$ cat src/rtl/i2c_master_arbiter.sv
// Round-robin arbiter and transaction sequencer sharing one I2C master between
// NUM_REQ requesters; returns status and read data with a one-cycle done pulse.
module i2c_master_arbiter #(
    parameter int NUM_REQ = 4,
    parameter int TO_W    = 12,
    parameter int TIMEOUT = 4000
) (
    input  logic                   clk,
    input  logic                   rst,
    input  logic [NUM_REQ-1:0]     req,
    input  logic [7*NUM_REQ-1:0]   req_addr,
    input  logic [NUM_REQ-1:0]     req_rw,
    input  logic [8*NUM_REQ-1:0]   req_wdata,
    output logic [NUM_REQ-1:0]     gnt,
    output logic [NUM_REQ-1:0]     done,
    output logic [1:0]             status,
    output logic [7:0]             rdata,
    output logic                   m_enable,
    output logic [6:0]             m_address,
    output logic                   m_rw,
    output logic [7:0]             m_wdata,
    input  logic                   m_busy,
    input  logic                   m_nack,
    input  logic [7:0]             m_rdata
);

    localparam int IDX_W = (NUM_REQ > 1) ? $clog2(NUM_REQ) : 1;

    localparam logic [1:0] ST_OK      = 2'b00;
    localparam logic [1:0] ST_TIMEOUT = 2'b10;

    typedef enum logic [1:0] {
        S_IDLE     = 2'd0,
        S_LAUNCH   = 2'd1,
        S_RUN      = 2'd2,
        S_COMPLETE = 2'd3
    } state_t;

    state_t             state, state_next;
    logic [TO_W-1:0]    timer;
    logic [IDX_W-1:0]   last_grant;
    logic [IDX_W-1:0]   winner;

    logic               arb_found;
    logic [IDX_W-1:0]   arb_idx;
    logic [IDX_W-1:0]   cand_idx;
    logic [6:0]         sel_addr;
    logic               sel_rw;
    logic [7:0]         sel_wdata;
    logic               limit_hit;

    assign limit_hit = (timer == TO_W'(TIMEOUT - 1));

    // Rotating priority search starting just after the previous winner.
    // NOTE: every variable assigned in an always_comb gets a default first,
    // otherwise paths that skip the assignment infer a latch.
    always_comb begin
        arb_found = 1'b0;
        arb_idx   = '0;
        cand_idx  = '0;
        for (int k = 1; k <= NUM_REQ; k++) begin
            cand_idx = IDX_W'((int'(last_grant) + k) % NUM_REQ);
            if (!arb_found && req[cand_idx]) begin
                arb_found = 1'b1;
                arb_idx   = cand_idx;
            end
        end
    end

    always_comb begin
        sel_addr  = '0;
        sel_rw    = 1'b0;
        sel_wdata = '0;
        for (int i = 0; i < NUM_REQ; i++) begin
            if (arb_idx == IDX_W'(i)) begin
                sel_addr  = req_addr[7*i +: 7];
                sel_rw    = req_rw[i];
                sel_wdata = req_wdata[8*i +: 8];
            end
        end
    end

    always_comb begin
        state_next = state;
        case (state)
            S_IDLE:     if (arb_found)               state_next = S_LAUNCH;
            S_LAUNCH:   if (m_busy)                  state_next = S_RUN;
                        else if (limit_hit)          state_next = S_COMPLETE;
            S_RUN:      if (!m_busy || limit_hit)    state_next = S_COMPLETE;
            S_COMPLETE:                              state_next = S_IDLE;
            default:                                 state_next = S_IDLE;
        endcase
    end

    // NOTE: sequential state uses non-blocking assignments so every register
    // samples pre-edge values regardless of statement order.
    always_ff @(posedge clk or negedge rst) begin
        if (!rst) begin
            state <= S_IDLE;
        end else begin
            state <= state_next;
        end
    end

    always_ff @(posedge clk or negedge rst) begin
        if (!rst) begin
            gnt        <= '0;
            status     <= ST_OK;
            rdata      <= '0;
            m_enable   <= 1'b0;
            m_address  <= '0;
            m_rw       <= 1'b0;
            m_wdata    <= '0;
            timer      <= '0;
            winner     <= '0;
            last_grant <= IDX_W'(NUM_REQ - 1);
        end else begin
            case (state)
                S_IDLE: begin
                    if (arb_found) begin
                        gnt       <= NUM_REQ'(1) << arb_idx;
                        winner    <= arb_idx;
                        m_address <= sel_addr;
                        m_rw      <= sel_rw;
                        m_wdata   <= sel_wdata;
                        m_enable  <= 1'b1;
                        timer     <= '0;
                    end
                end
                S_LAUNCH: begin
                    if (m_busy) begin
                        m_enable <= 1'b0;
                        timer    <= '0;
                    end else if (limit_hit) begin
                        m_enable <= 1'b0;
                        status   <= ST_TIMEOUT;
                        rdata    <= '0;
                    end else begin
                        timer <= timer + 1'b1;
                    end
                end
                S_RUN: begin
                    // Completion wins over the limit when both land on one cycle.
                    if (!m_busy) begin
                        status <= {1'b0, m_nack};
                        rdata  <= (m_rw && !m_nack) ? m_rdata : 8'h00;
                    end else if (limit_hit) begin
                        status <= ST_TIMEOUT;
                        rdata  <= '0;
                    end else begin
                        timer <= timer + 1'b1;
                    end
                end
                S_COMPLETE: begin
                    last_grant <= winner;
                    gnt        <= '0;
                end
                default: ;
            endcase
        end
    end

    assign done = (state == S_COMPLETE) ? gnt : '0;

endmodule

$ cat config.mk
export PLATFORM = sky130hd
export DESIGN_NAME = i2c_master_arbiter
export DESIGN_NICKNAME = d
export VERILOG_FILES = /design/src/rtl/i2c_master_arbiter.sv
export SDC_FILE = /design/constraint.sdc
export NUM_CORES = 1
export LEC_CHECK = 0
export CELL_PAD_IN_SITES_DETAIL_PLACEMENT = 0
export CELL_PAD_IN_SITES_GLOBAL_PLACEMENT = 1
export CORE_AREA = 5 5 106 108
export CTS_CLUSTER_SIZE = 30
export DETAILED_ROUTE_END_ITERATION = 8
export DIE_AREA = 0 0 111 113
export PLACE_DENSITY = 0.72
export SYNTH_ARGS = -nofsm -noshare
export SYNTH_HDL_FRONTEND = slang
export SYNTH_SLANG_ARGS = --single-unit
$ cat constraint.sdc
create_clock -name clk -period 1.8 [get_ports clk]
set_input_delay 0.27 -clock clk [delete_from_list [all_inputs] [get_ports clk]]
set_output_delay 0.27 -clock clk [all_outputs]
set_load 0.05 [all_outputs]
# Word-level counts from Yosys, hierarchy flattened
# Index checks and enable logic that the tools add are counted.
totals:
  romBits: 0
  elab_cells: 109
  latch_bits: 0
  reg_bits: 49
  input_bits: 80
  mem_bits_rw: 0
  mem_count: 0
op_classes:
  n_addsub: 5
  reduce_logical: 22
  mul: 0
  magnitude_cmp: 4
  n_div: 0
  n_mux: 54
  bitwise_logic: 0
  shifts: 1
  eq_ne: 12
op_table:
  columns: ["cell", "n"]
  rows:
  - ["$mux 8", 8]
  - ["$mux 12", 4]
  - ["$pmux 12 s3", 1]
  - ["$mux 7", 4]
  - ["$mux 2", 11]
  - ["$pmux 8 s2", 1]
  - ["$mux 1", 15]
  - ["$add 12x1->12 const B", 1]
  - ["$eq 12x12->1 const B", 1]
  - ["$lt 2x3->1 const B", 4]
  - ["$reduce_and 3->1", 3]
  - ["$bmux 1 s2", 4]
  - ["$eq 2x2->1 const B", 4]
  - ["$mux 4", 2]
  - ["$ne 2x2->1 const B", 4]
  - ["$pmux 2 s4", 1]
  - ["$pmux 4 s2", 1]
  - ["$reduce_and 2->1", 3]
  - ["$reduce_bool 2->1", 3]
  - ["$logic_not 1->1", 5]
  - ["$add 2x1->2 const B", 2]
  - ["$add 2x2->2 const B", 2]
  - ["$eq 2x1->1 const B", 2]
  - ["$logic_and 1x1->1", 4]
  - ["other kinds (7)", 8]

# Longest topological paths before layout
# Gate-level depths: netlist of the first run.
depth:
  ltp_word: 18
  depth_mapped: 9
  ltp_nobuf: 7

# Worst setup path after synthesis of the first run
# No wires, ideal clock.
synth_timing:
  kind: "register to register"
  startpoint: "register state[0]"
  endpoint: "register timer[3]"
  setup_ps: 65
  stages_incl_launch_ff: 8
  t_required_ps: 1735
  arrival_time_ps: 1781
  setup_slack_ps: -46
  path_cell_list: "dfrtp_1 > inv_1 > ha_1 > nor2b_4 > a211oi_4 > nand2_2 > or4_1 > nand2_1"
synth_via:
  elab_chain_len: 3
  word_cells_on_any_way: 8
  cone_classes: "eq/ne (4); mux (1); reduce/logical (3)"
synth_lines:
  columns: ["element", "line", "text"]
  rows:
  - ["start, declared", "39", "state_t state, state_next;"]
  - ["start signal, assigned", "101", "state <= state_next;"]
  - ["$eq 2x2->1, or another cell as far along", "118", "case (state)"]
  - ["$ne 2x2->1 (no line) or $reduce_bool 3->1 (tied branches)", null, null]
  - ["$reduce_and 3->1 (no line)", null, null]
  - ["end signal, assigned", "139", "timer <= timer + 1'b1;"]
  - ["end signal, assigned", "151", "timer <= timer + 1'b1;"]
  - ["end, declared", "40", "logic [TO_W-1:0] timer;"]
# Several ways; a longest one is shown, not always the timed one.
# A chain may end at the register's enable or synchronous reset.

# Final worst setup path of the first run
layout_timing:
  startpoint: "input req[1]"
  endpoint: "register m_address[4]"
layout_via:
  elab_chain_len: 17
  word_cells_on_any_way: 31
  cone_classes: "eq/ne (3); mux (20); reduce/logical (8)"
layout_lines:
  columns: ["element", "line", "text"]
  rows:
  - ["start, declared", "10", "input logic [NUM_REQ-1:0] req,"]
  - ["$bmux 1 s2", "63", "if (!arb_found && req[cand_idx]) begin"]
  - ["$mux 1 (implied by the code)", "63", null]
  - ["$mux 1", "63", null]
  - ["$logic_not 1->1", "63", null]
  - ["$logic_and 1x1->1", "63", null]
  - ["$mux 1", "63", null]
  - ["$logic_not 1->1", "63", null]
  - ["$logic_and 1x1->1", "63", null]
  - ["$mux 1", "63", null]
  - ["$logic_not 1->1", "63", null]
  - ["$logic_and 1x1->1", "63", null]
  - ["$mux 2", "63", null]
  - ["$logic_not 2->1", "75", "if (arb_idx == IDX_W'(i)) begin"]
  - ["$mux 7 (4 in series)", "75", null]
  - ["end signal, assigned", "123", "m_address <= sel_addr;"]
  - ["end, declared", "19", "output logic [6:0] m_address,"]
# Several ways; a longest one is shown, not always the timed one. The select of a mux whose other input is x is not followed.

==> impl_metrics.env, run 1 <==
export IMPL_drc=0
export IMPL_die_h_um=113
export IMPL_synth_largest_area_cell="dfrtp_1"
export IMPL_cts_tree="done"
export IMPL_synth_top_cell_area_share=0.411
export IMPL_drv_slew=0
export IMPL_synth_nets=361
export IMPL_power_static_leakage_nw=2.15
export IMPL_vias=2764
export IMPL_yosys_cell_types_count=53
export IMPL_ys_warn_count=0
export IMPL_finalCriticalPeriod_ns=1.78
export IMPL_clock_skew_ns=0.00534
export IMPL_worst_pin_slew_ns=0.524
export IMPL_final_layout_size_suffix_gt1_frac=0.308
export IMPL_wire_per_inst_um=16.2
export IMPL_cts_buffers=5
export IMPL_r2r_end="timer[3]"
export IMPL_cp_num_buf_inv=4
export IMPL_drt_iter0_markers=64
export IMPL_synth_top_family_by_area="compound AO/OA/AOI/OAI gates"
export IMPL_drv_cap=0
export IMPL_firstDrtPassIters=4
export IMPL_ir_drop_uv=767
export IMPL_start_util=0.282
export IMPL_area_growth_pct=70.2
export IMPL_reg2reg_from="state[1]"
export IMPL_synth_seq_area_share=0.429
export IMPL_slowest_delay_ns=0.47
export IMPL_ys_top_cells_by_count="dfrtp_1, nand2_1, mux2i_1, o21ai_0"
export IMPL_synthCells=275
export IMPL_antenna_found_initial=0
export IMPL_cts_root_buf="clkbuf_8"
export IMPL_dpl_hpwl_mm=6.53
export IMPL_synth_simple_gate_area_frac=0.147
export IMPL_totalWireLength_mm=9.21
export IMPL_grt_pass1_vias=2871
export IMPL_die_w_um=111
export IMPL_io_pins=115
export IMPL_grt_max_degree=50
export IMPL_fp_dieArea_mm2=0.0125
export IMPL_coreArea_mm2=0.0101
export IMPL_num_antenna_cells=0
export IMPL_cts_sinks=49
export IMPL_fmax_mhz=563
export IMPL_synth_compound_area_frac=0.227
export IMPL_grt_pass1_wl_mm=14.0
export IMPL_ys_seq_elements=49
export IMPL_crit_family="buffers and inverters"
export IMPL_finalCritPeriodShare=0.986
export IMPL_utilization=0.481
export IMPL_syn_area_mm2=0.00286
export IMPL_grt_usage=0.135
export IMPL_gp_congestion=0.850
export IMPL_setup_tns_ns=0
export IMPL_hp_class="input port to asynchronous set/reset pin"
export IMPL_crit_chain="clkdlybuf4s50_1 > buf_4 > a21o_1 > a31oi_4 > buf_12 > buf_6 > mux2i_2 > o221ai_2"
export IMPL_synth_xor_area_frac=0
export IMPL_synth_fa_ha_area_frac=0.0262
export IMPL_synth_mux_area_frac=0.127
export IMPL_end_kind="register"
export IMPL_ff2ff_path_depth=6
export IMPL_finalHoldViolations=0
export IMPL_synth_edff_count=0
export IMPL_r2r_setup_slack_ns=0.04
export IMPL_required_ns=1.99
export IMPL_synth_area_leaders="dfrtp_1, mux2i_1, nand2_1"
export IMPL_cts_path_max_buffers=2
export IMPL_grt_overflow_total=0
export IMPL_power_per_cell_area_mw_per_mm2=1570
export IMPL_syn_area_per_cell_um2=10.4
export IMPL_clk_latency_ns=0.30
export IMPL_postRouteAntennaNets=0
export IMPL_arrival_ns=1.97
export IMPL_slew_headroom=0.650
export IMPL_clkTransAtPathRegs_ns=0.09
export IMPL_rsz0062_at_grt="yes"
export IMPL_cp_start_kind="input port"
export IMPL_cp_max_fo=8
export IMPL_worst_path_max_delay_cell="clkdlybuf4s50_1"
export IMPL_async_reset_ff_frac=1.00
export IMPL_htreeDepth=2
export IMPL_finalSetupViolCount=0
export IMPL_fin_nets=517
export IMPL_ys_flop_type="dfrtp_1"
export IMPL_synth_most_common_cell="dfrtp_1"
export IMPL_crit_type="input port to register"
export IMPL_io_buffers=114
export IMPL_status="finished clean"
export IMPL_rows=37
export IMPL_routed_via_density=4.87
export IMPL_n_fill_cell=956
-- logic make-up after synthesis --
logic type,count (synthesis)
compound gates,81
simple gates,79
flops,49
mux,36
buf+inv,24
fa+ha+maj,6
-- metal layers --
metal  global-route usage  vias to the layer above  wire [um]
li1                     -                     1338          -
met1                0.166                     1332       3880
met2                0.233                       86       4640
met3               0.0433                        8        606
met4               0.0279                        0         87
met5                    0                        -          0
-- what timing repair did --
action                                  in CTS  in global routing
hold endpoints to repair                    47                  0
gates resized for setup                      2                 42
buffers inserted                             0                  6
endpoints found under the setup margin       4                 41
pin swaps                                    1                 10
cloned                                       0                  5
hold buffers                                 1                  0
-- cells in the final DEF (no fill, tap or decap), types with 5 or more instances in the layout --
cell              n
nor2_1            5
clkdlybuf4s50_1  86
a21oi_1           9
inv_1             8
o221ai_1          5
a22o_1            9
buf_12           10
nand3_1           5
clkbuf_8          5
o21ai_1          10
mux2i_2           7
o221ai_2         11
dfrtp_1          46
mux2i_1          26
nand2_1          37
buf_4            54
o21ai_0          10
-- layout make-up --
| cell class | instances | area [um^2] | area share |
|---|---|---|---|
| Tap cell | 136 | 170 | 0.0349 |
| Clock buffer | 7 | 76.3 | 0.0157 |
| Inverter | 10 | 40.0 | 0.00822 |
| Timing Repair Buffer | 163 | 1670 | 0.342 |
| Clock inverter | 1 | 7.51 | 0.00154 |
| Sequential cell | 49 | 1230 | 0.252 |
| Multi-Input combinational cell | 202 | 1680 | 0.345 |
-- metrics by stage --
stage                     area, um^2  instances  total power [mW]  setup WS [ns]  hold WS (ns)
after detailed placement        4430        548              6.39         -0.289         0.289
after global placement          4430        548              6.33         -0.258         0.288
after global routing            4870        568              8.11        -0.0796         0.510
after CTS                       4530        557              7.10       -0.00332         0.485
after floorplan                 2870        275              4.70         0.0236       -0.0256
final                           4870        568              7.64         0.0244         0.477
-- registers in the layout, summed over array words and instances (netlist names) --
signal      flops
timer          12
m_wdata         8
rdata           8
m_address       7
gnt             4
last_grant      2
state           2
status          2
winner          2
m_enable        1
m_rw            1
-- where the power goes --
| part | total, mW | switching (mW) | leakage [nW] | internal, mW |
|---|---|---|---|---|
| Sequential | 1.84 | 0.310 | 0.629 | 1.53 |
| Combinational | 5.14 | 2.86 | 1.48 | 2.28 |
| Clock | 0.665 | 0.389 | 0.0385 | 0.276 |
| Total | 7.64 | 3.56 | 2.15 | 4.09 |
-- tightest hold or removal path: cells and delay by family --
| kind | cells | cell delay [ns] |
|---|---|---|
| buf+inv | 3 | 0.89 |
-- worst max path at each step --
stage          cells after the start  slack (ns)      endpoint      from
2_1_floorplan                      7        0.02      timer[3]  state[0]
3_3_place_gp                       6       -0.26  m_address[4]    req[1]
3_5_place_dp                       6       -0.29    m_wdata[7]    req[1]
4_1_cts                            5      -0.003       done[1]  state[1]
5_1_grt                            8       -0.08          m_rw    req[1]
6_report                           8        0.02  m_address[4]    req[1]
No activity file was read; power rests on OpenSTA's default activity.
==> inputs of run 2 (changes only) <==
--- a/config.mk
+++ b/config.mk
@@ -8,10 +8,11 @@
 export CELL_PAD_IN_SITES_DETAIL_PLACEMENT = 0
 export CELL_PAD_IN_SITES_GLOBAL_PLACEMENT = 1
 export CORE_AREA = 5 5 106 108
+export CTS_CLUSTER_DIAMETER = 40
 export CTS_CLUSTER_SIZE = 30
 export DETAILED_ROUTE_END_ITERATION = 8
 export DIE_AREA = 0 0 111 113
-export PLACE_DENSITY = 0.72
+export PLACE_DENSITY = 0.84
 export SYNTH_ARGS = -nofsm -noshare
 export SYNTH_HDL_FRONTEND = slang
 export SYNTH_SLANG_ARGS = --single-unit
==> impl_metrics.env, run 2 (synthesis results as in run 1) <==
export IMPL_reg_top3="timer: 12 flops, m_wdata: 8 flops, rdata: 8 flops"
export IMPL_finalHoldViolations=0
export IMPL_power_per_cell_area_mw_per_mm2=1590
export IMPL_drc=0
export IMPL_routed_via_density=4.93
export IMPL_finalCriticalPeriod_ns=1.79
export IMPL_cts_root_buf="clkbuf_8"
export IMPL_status="finished clean"
export IMPL_switchingPower_mw=3.54
export IMPL_finalCritPeriodShare=0.992
export IMPL_worst_pin_slew_ns=0.525
export IMPL_stdcell_area_mm2=0.00482
export IMPL_area_growth_pct=68.4
export IMPL_htreeDepth=2
export IMPL_layout_commonest_cell="clkdlybuf4s50_1"
export IMPL_die_h_um=113
export IMPL_postRouteAntennaNets=0
export IMPL_final_layout_size_suffix_gt1_frac=0.282
export IMPL_drv_slew=0
export IMPL_cts_path_max_buffers=2
export IMPL_pwr_share_seq=0.244
export IMPL_slew_headroom=0.649
export IMPL_grt_pass1_vias=2931
export IMPL_dpl_hpwl_mm=6.56
export IMPL_switching_share=0.462
export IMPL_layout_cells_non_filler=561
export IMPL_power_total_mw=7.67
export IMPL_antenna_found_initial=0
export IMPL_p_clk_frac=0.107
export IMPL_gp_congestion=0.825
export IMPL_rows=37
export IMPL_n_fill_cell=932
export IMPL_final_cell_mix="clkdlybuf4s50_1, buf_4, dfrtp_1"
export IMPL_cp_max_fo=8
export IMPL_timing_hold_ws_ns=0.472
export IMPL_dpl_cell_count=541
export IMPL_clock_skew_ns=0.0106
export IMPL_rsz0062_at_grt="yes"
export IMPL_cts_sinks=49
export IMPL_dpl_instance_area_mm2=0.00438
export IMPL_num_antenna_cells=0
export IMPL_grt_max_degree=50
export IMPL_grt_pass1_wl_mm=14.1
export IMPL_ir_drop_uv=1110
export IMPL_cts_tree="done"
export IMPL_die_w_um=111
export IMPL_drt_iter0_markers=121
export IMPL_largest_register="timer"
export IMPL_setup_tns_ns=0
export IMPL_required_ns=2.03
export IMPL_clkTransAtPathRegs_ns=0.10
export IMPL_start_util=0.282
export IMPL_io_buffers=114
export IMPL_fin_nets=510
export IMPL_fp_dieArea_mm2=0.0125
export IMPL_vias=2766
export IMPL_setup_ws_ns=0.0137
export IMPL_drv_cap=0
export IMPL_power_static_leakage_nw=2.22
export IMPL_grt_overflow_total=0
export IMPL_totalWireLength_mm=9.14
export IMPL_largest_reg_flops=12
export IMPL_crit_type="register to register"
export IMPL_io_pins=115
export IMPL_wire_per_inst_um=16.3
export IMPL_grt_usage=0.133
export IMPL_arrival_ns=2.01
export IMPL_intPower_mw=4.13
export IMPL_clk_latency_ns=0.31
export IMPL_coreArea_mm2=0.0101
export IMPL_cts_buffers=5
export IMPL_hp_class="input port to asynchronous set/reset pin"
export IMPL_utilization=0.476
export IMPL_finalSetupViolCount=0
export IMPL_firstDrtPassIters=4
export IMPL_end_kind="register"
export IMPL_cp_start_kind="register"
export IMPL_fmax_mhz=560
export IMPL_combPwrFrac=0.649
export IMPL_dp_slack_ns=-0.286
## run 2: final timing paths
kind	start	slack, ns	cells past startpoint	endpoint
setup / recovery	last_grant[1]	0.01	7	gnt[1]
max in group asynchronous	rst	1.03	3	last_grant[0]
hold reg to reg	winner[0]	0.49	2	winner[0]
min in group clk	winner[0]	0.49	2	winner[0]
setup reg to reg	last_grant[1]	0.01	7	gnt[1]
hold / removal	rst	0.47	3	rdata[7]
## run 2: repair_timing
action | 4_1_cts | 5_1_grt
endpoints found under the setup margin | 16 | 43
gates cloned | 0 | 5
resized for setup | 4 | 36
hold buffers | 1 | 0
endpoints found under the hold margin | 47 | 0
buffers inserted | 1 | 5
pin swaps | 0 | 8
## run 2: final cells by class
| cell class | count | area (um^2) | area share |
|---|---|---|---|
| clock buffers | 5 | 68.8 | 0.0143 |
| flip-flops and latches | 49 | 1230 | 0.255 |
| repair buffers | 156 | 1620 | 0.336 |
| well taps | 136 | 170 | 0.0353 |
| multi-input cells | 202 | 1650 | 0.341 |
| clock inverters | 3 | 43.8 | 0.00908 |
| inverters | 10 | 42.5 | 0.00882 |
## run 2: per-layer routing
layer,GRT usage,vias to the layer above,part of all wire
li1,-,1328,-
met1,0.163,1313,0.42
met2,0.231,112,0.50
met3,0.0396,13,0.071
met4,0.0345,0,0.016
met5,0,-,0
## run 2: power groups by stage
stage,registers [mW],logic (mW),clock network (mW)
floorplan,2.90,1.81,0
global placement,1.85,4.41,0
detailed placement,1.86,4.48,0
CTS,1.85,4.52,0.839
global route,1.93,5.31,0.873
finish,1.88,4.98,0.821
## run 2: worst max-delay path: stages (launching register included)
cell     delay [ns]
dfstp_2        0.61
a21o_1         0.17
a31oi_4        0.10
buf_12         0.15
buf_6          0.15
buf_4          0.14
o32a_1         0.28
o22ai_1        0.11
==> inputs of run 3 (changes only) <==
--- a/config.mk
+++ b/config.mk
@@ -12,7 +12,7 @@
 export CTS_CLUSTER_SIZE = 30
 export DETAILED_ROUTE_END_ITERATION = 8
 export DIE_AREA = 0 0 111 113
-export PLACE_DENSITY = 0.84
+export PLACE_DENSITY_LB_ADDON = 0.3
 export SYNTH_ARGS = -nofsm -noshare
 export SYNTH_HDL_FRONTEND = slang
 export SYNTH_SLANG_ARGS = --single-unit
==> constraint.sdc (replaced) <==
create_clock -name clk -period 1.64 [get_ports clk]
set_input_delay 0.246 -clock clk [delete_from_list [all_inputs] [get_ports clk]]
set_output_delay 0.246 -clock clk [all_outputs]
set_load 0.05 [all_outputs]
==> impl_metrics.env, run 3 (synthesis results as in run 1) <==
export IMPL_status="complete, but fails checks"
export IMPL_violations="negative setup slack"
export IMPL_clk_latency_ns=0.30
export IMPL_end_kind="register"
export IMPL_drt_iter0_markers=85
export IMPL_io_buffers=114
export IMPL_cts_tree="done"
export IMPL_largest_reg_flops=12
export IMPL_switchingPower_mw=4.21
export IMPL_largest_register="timer"
export IMPL_slowest_delay_ns=0.58
export IMPL_gp_congestion=0.809
export IMPL_cp_max_fo=5
export IMPL_reg2reg_from="last_grant[1]"
export IMPL_cts_sinks=49
export IMPL_layout_commonest_cell="buf_4"
export IMPL_crit_type="register to register"
export IMPL_antenna_found_initial=0
export IMPL_timing_hold_ws_ns=0.460
export IMPL_grt_max_degree=50
export IMPL_switching_share=0.452
export IMPL_n_fill_cell=890
export IMPL_area_growth_pct=87.5
export IMPL_cts_root_buf="clkbuf_8"
export IMPL_fp_dieArea_mm2=0.0125
export IMPL_regArea_mm2=0.00123
export IMPL_cp_start_kind="register"
export IMPL_grt_pass1_wl_mm=14.6
export IMPL_totalWireLength_mm=9.32
export IMPL_worst_path_max_delay_cell="dfstp_2"
export IMPL_dp_slack_ns=-0.439
export IMPL_crit_top_cell="buf_6"
export IMPL_finalCritPeriodShare=1.08
export IMPL_p_clk_frac=0.082
export IMPL_clkTransAtPathRegs_ns=0.10
export IMPL_grt_pass1_vias=2978
export IMPL_drv_cap=0
export IMPL_worst_pin_slew_ns=0.410
export IMPL_postRouteAntennaNets=0
export IMPL_firstDrtPassIters=4
export IMPL_drc=0
export IMPL_dpl_instance_area_mm2=0.00450
export IMPL_die_h_um=113
export IMPL_rsz0062_at_grt="yes"
export IMPL_slew_headroom=0.725
export IMPL_grt_overflow_total=0
export IMPL_routed_via_density=4.86
export IMPL_power_per_cell_area_mw_per_mm2=1740
export IMPL_finalCriticalPeriod_ns=1.77
export IMPL_stdcell_area_mm2=0.00537
export IMPL_wire_per_inst_um=15.7
export IMPL_fmax_mhz=564
export IMPL_start_util=0.282
export IMPL_grt_usage=0.140
export IMPL_finalHoldViolations=0
export IMPL_io_pins=115
export IMPL_dpl_hpwl_mm=6.72
export IMPL_multi_input_area_mm2=0.00192
export IMPL_crit_chain="buf_6 > mux2i_1 > o22ai_2 > a211o_1 > buf_6 > a2bb2oi_2 > o21ai_1"
export IMPL_fin_nets=542
export IMPL_clock_skew_ns=0.00638
export IMPL_layout_cells_non_filler=593
export IMPL_dpl_cell_count=555
export IMPL_final_layout_size_suffix_gt1_frac=0.457
export IMPL_pwr_share_seq=0.218
export IMPL_num_antenna_cells=0
export IMPL_hp_class="input port to asynchronous set/reset pin"
export IMPL_rows=37
export IMPL_intPower_mw=5.11
export IMPL_ir_drop_uv=1160
export IMPL_final_cell_mix="buf_4, clkdlybuf4s50_1, dfrtp_1"
export IMPL_finalSetupViolCount=31
export IMPL_htreeDepth=2
export IMPL_drv_slew=0
export IMPL_vias=2882
export IMPL_cts_path_max_buffers=2
export IMPL_die_w_um=111
export IMPL_arrival_ns=2.00
export IMPL_reg_top3="timer: 12 flops, m_wdata: 8 flops, rdata: 8 flops"
export IMPL_power_static_leakage_nw=2.34
export IMPL_coreArea_mm2=0.0101
export IMPL_critical_path_startpoint="last_grant[1]"
export IMPL_required_ns=1.87
export IMPL_setup_ws_ns=-0.132
export IMPL_combPwrFrac=0.699
export IMPL_cts_buffers=5
==> run 3: cell count changes in the layout (fill, tap and decap cells not counted), moves of 7 or more <==
cell            previous run  this run
buf_4                     49        77
mux2i_1                   30        19
buf_6                      3        13
dlymetal6s2s_1             9         2
o21ai_0                   11         4
o21ai_2                    1         8
o221ai_1                   7         0
o221ai_2                   9        16
==> run 3: final timing paths <==
kind                                 end  slack (ns)  cells after the start
hold / removal                  rdata[5]        0.46                      3
setup / recovery                  gnt[0]       -0.13                      7
min in group clk               timer[10]        0.49                      1
setup reg to reg                  gnt[0]       -0.13                      7
max in group asynchronous  last_grant[0]        0.90                      3
hold reg to reg                timer[10]        0.49                      1
==> run 3: stage by stage <==
| step | util | TNS [ns] | power [mW] |
|---|---|---|---|
| after floorplan | - | -0.0105 | 5.26 |
| after global placement | 0.444 | -11.91 | 7.06 |
| after detailed placement | 0.444 | -13.26 | 7.12 |
| after CTS | 0.485 | -2.13 | 8.51 |
| after global routing | 0.529 | -5.28 | 9.86 |
| final | 0.529 | -2.31 | 9.31 |
==> run 3: layout make-up <==
type,count,area share
Clock buffer,6,0.0154
Inverter,10,0.00746
Multi-Input combinational cell,202,0.359
Clock inverter,2,0.00256
Timing Repair Buffer,188,0.355
Tap cell,136,0.0317
Sequential cell,49,0.229
==> run 3: worst max-delay path, delay by kind of cell (launching register included) <==
kind / cells / cell delay, ns
AO/OA/AOI/OAI: 4 / 0.66
buffers and inverters: 2 / 0.25
flip-flops: 1 / 0.58
multiplexers: 1 / 0.21
==> run 3: timing repair <==
action / in CTS / in global routing
gates cloned: 2 / 3
endpoints found under the hold margin: 47 / 0
setup buffers: 12 / 13
gates resized for setup: 36 / 65
hold buffers: 1 / 0
pin swaps: 20 / 29
setup endpoints to repair: 44 / 49
==> run 3: power by group through the flow <==
stage	clock (mW)	combinational, mW	sequential, mW
after floorplan	0	2.07	3.19
after global placement	0	5.03	2.03
after detailed placement	0	5.10	2.02
after CTS	0.785	5.69	2.04
after global routing	0.833	6.93	2.09
final	0.768	6.51	2.03
==> run 3: metal layers <==
layer,GRT usage,part of all wire,vias to the layer above
met4,0.0386,0.011,0
met5,0,0,-
met2,0.237,0.50,94
li1,-,-,1400
met1,0.169,0.41,1378
met3,0.0508,0.072,10
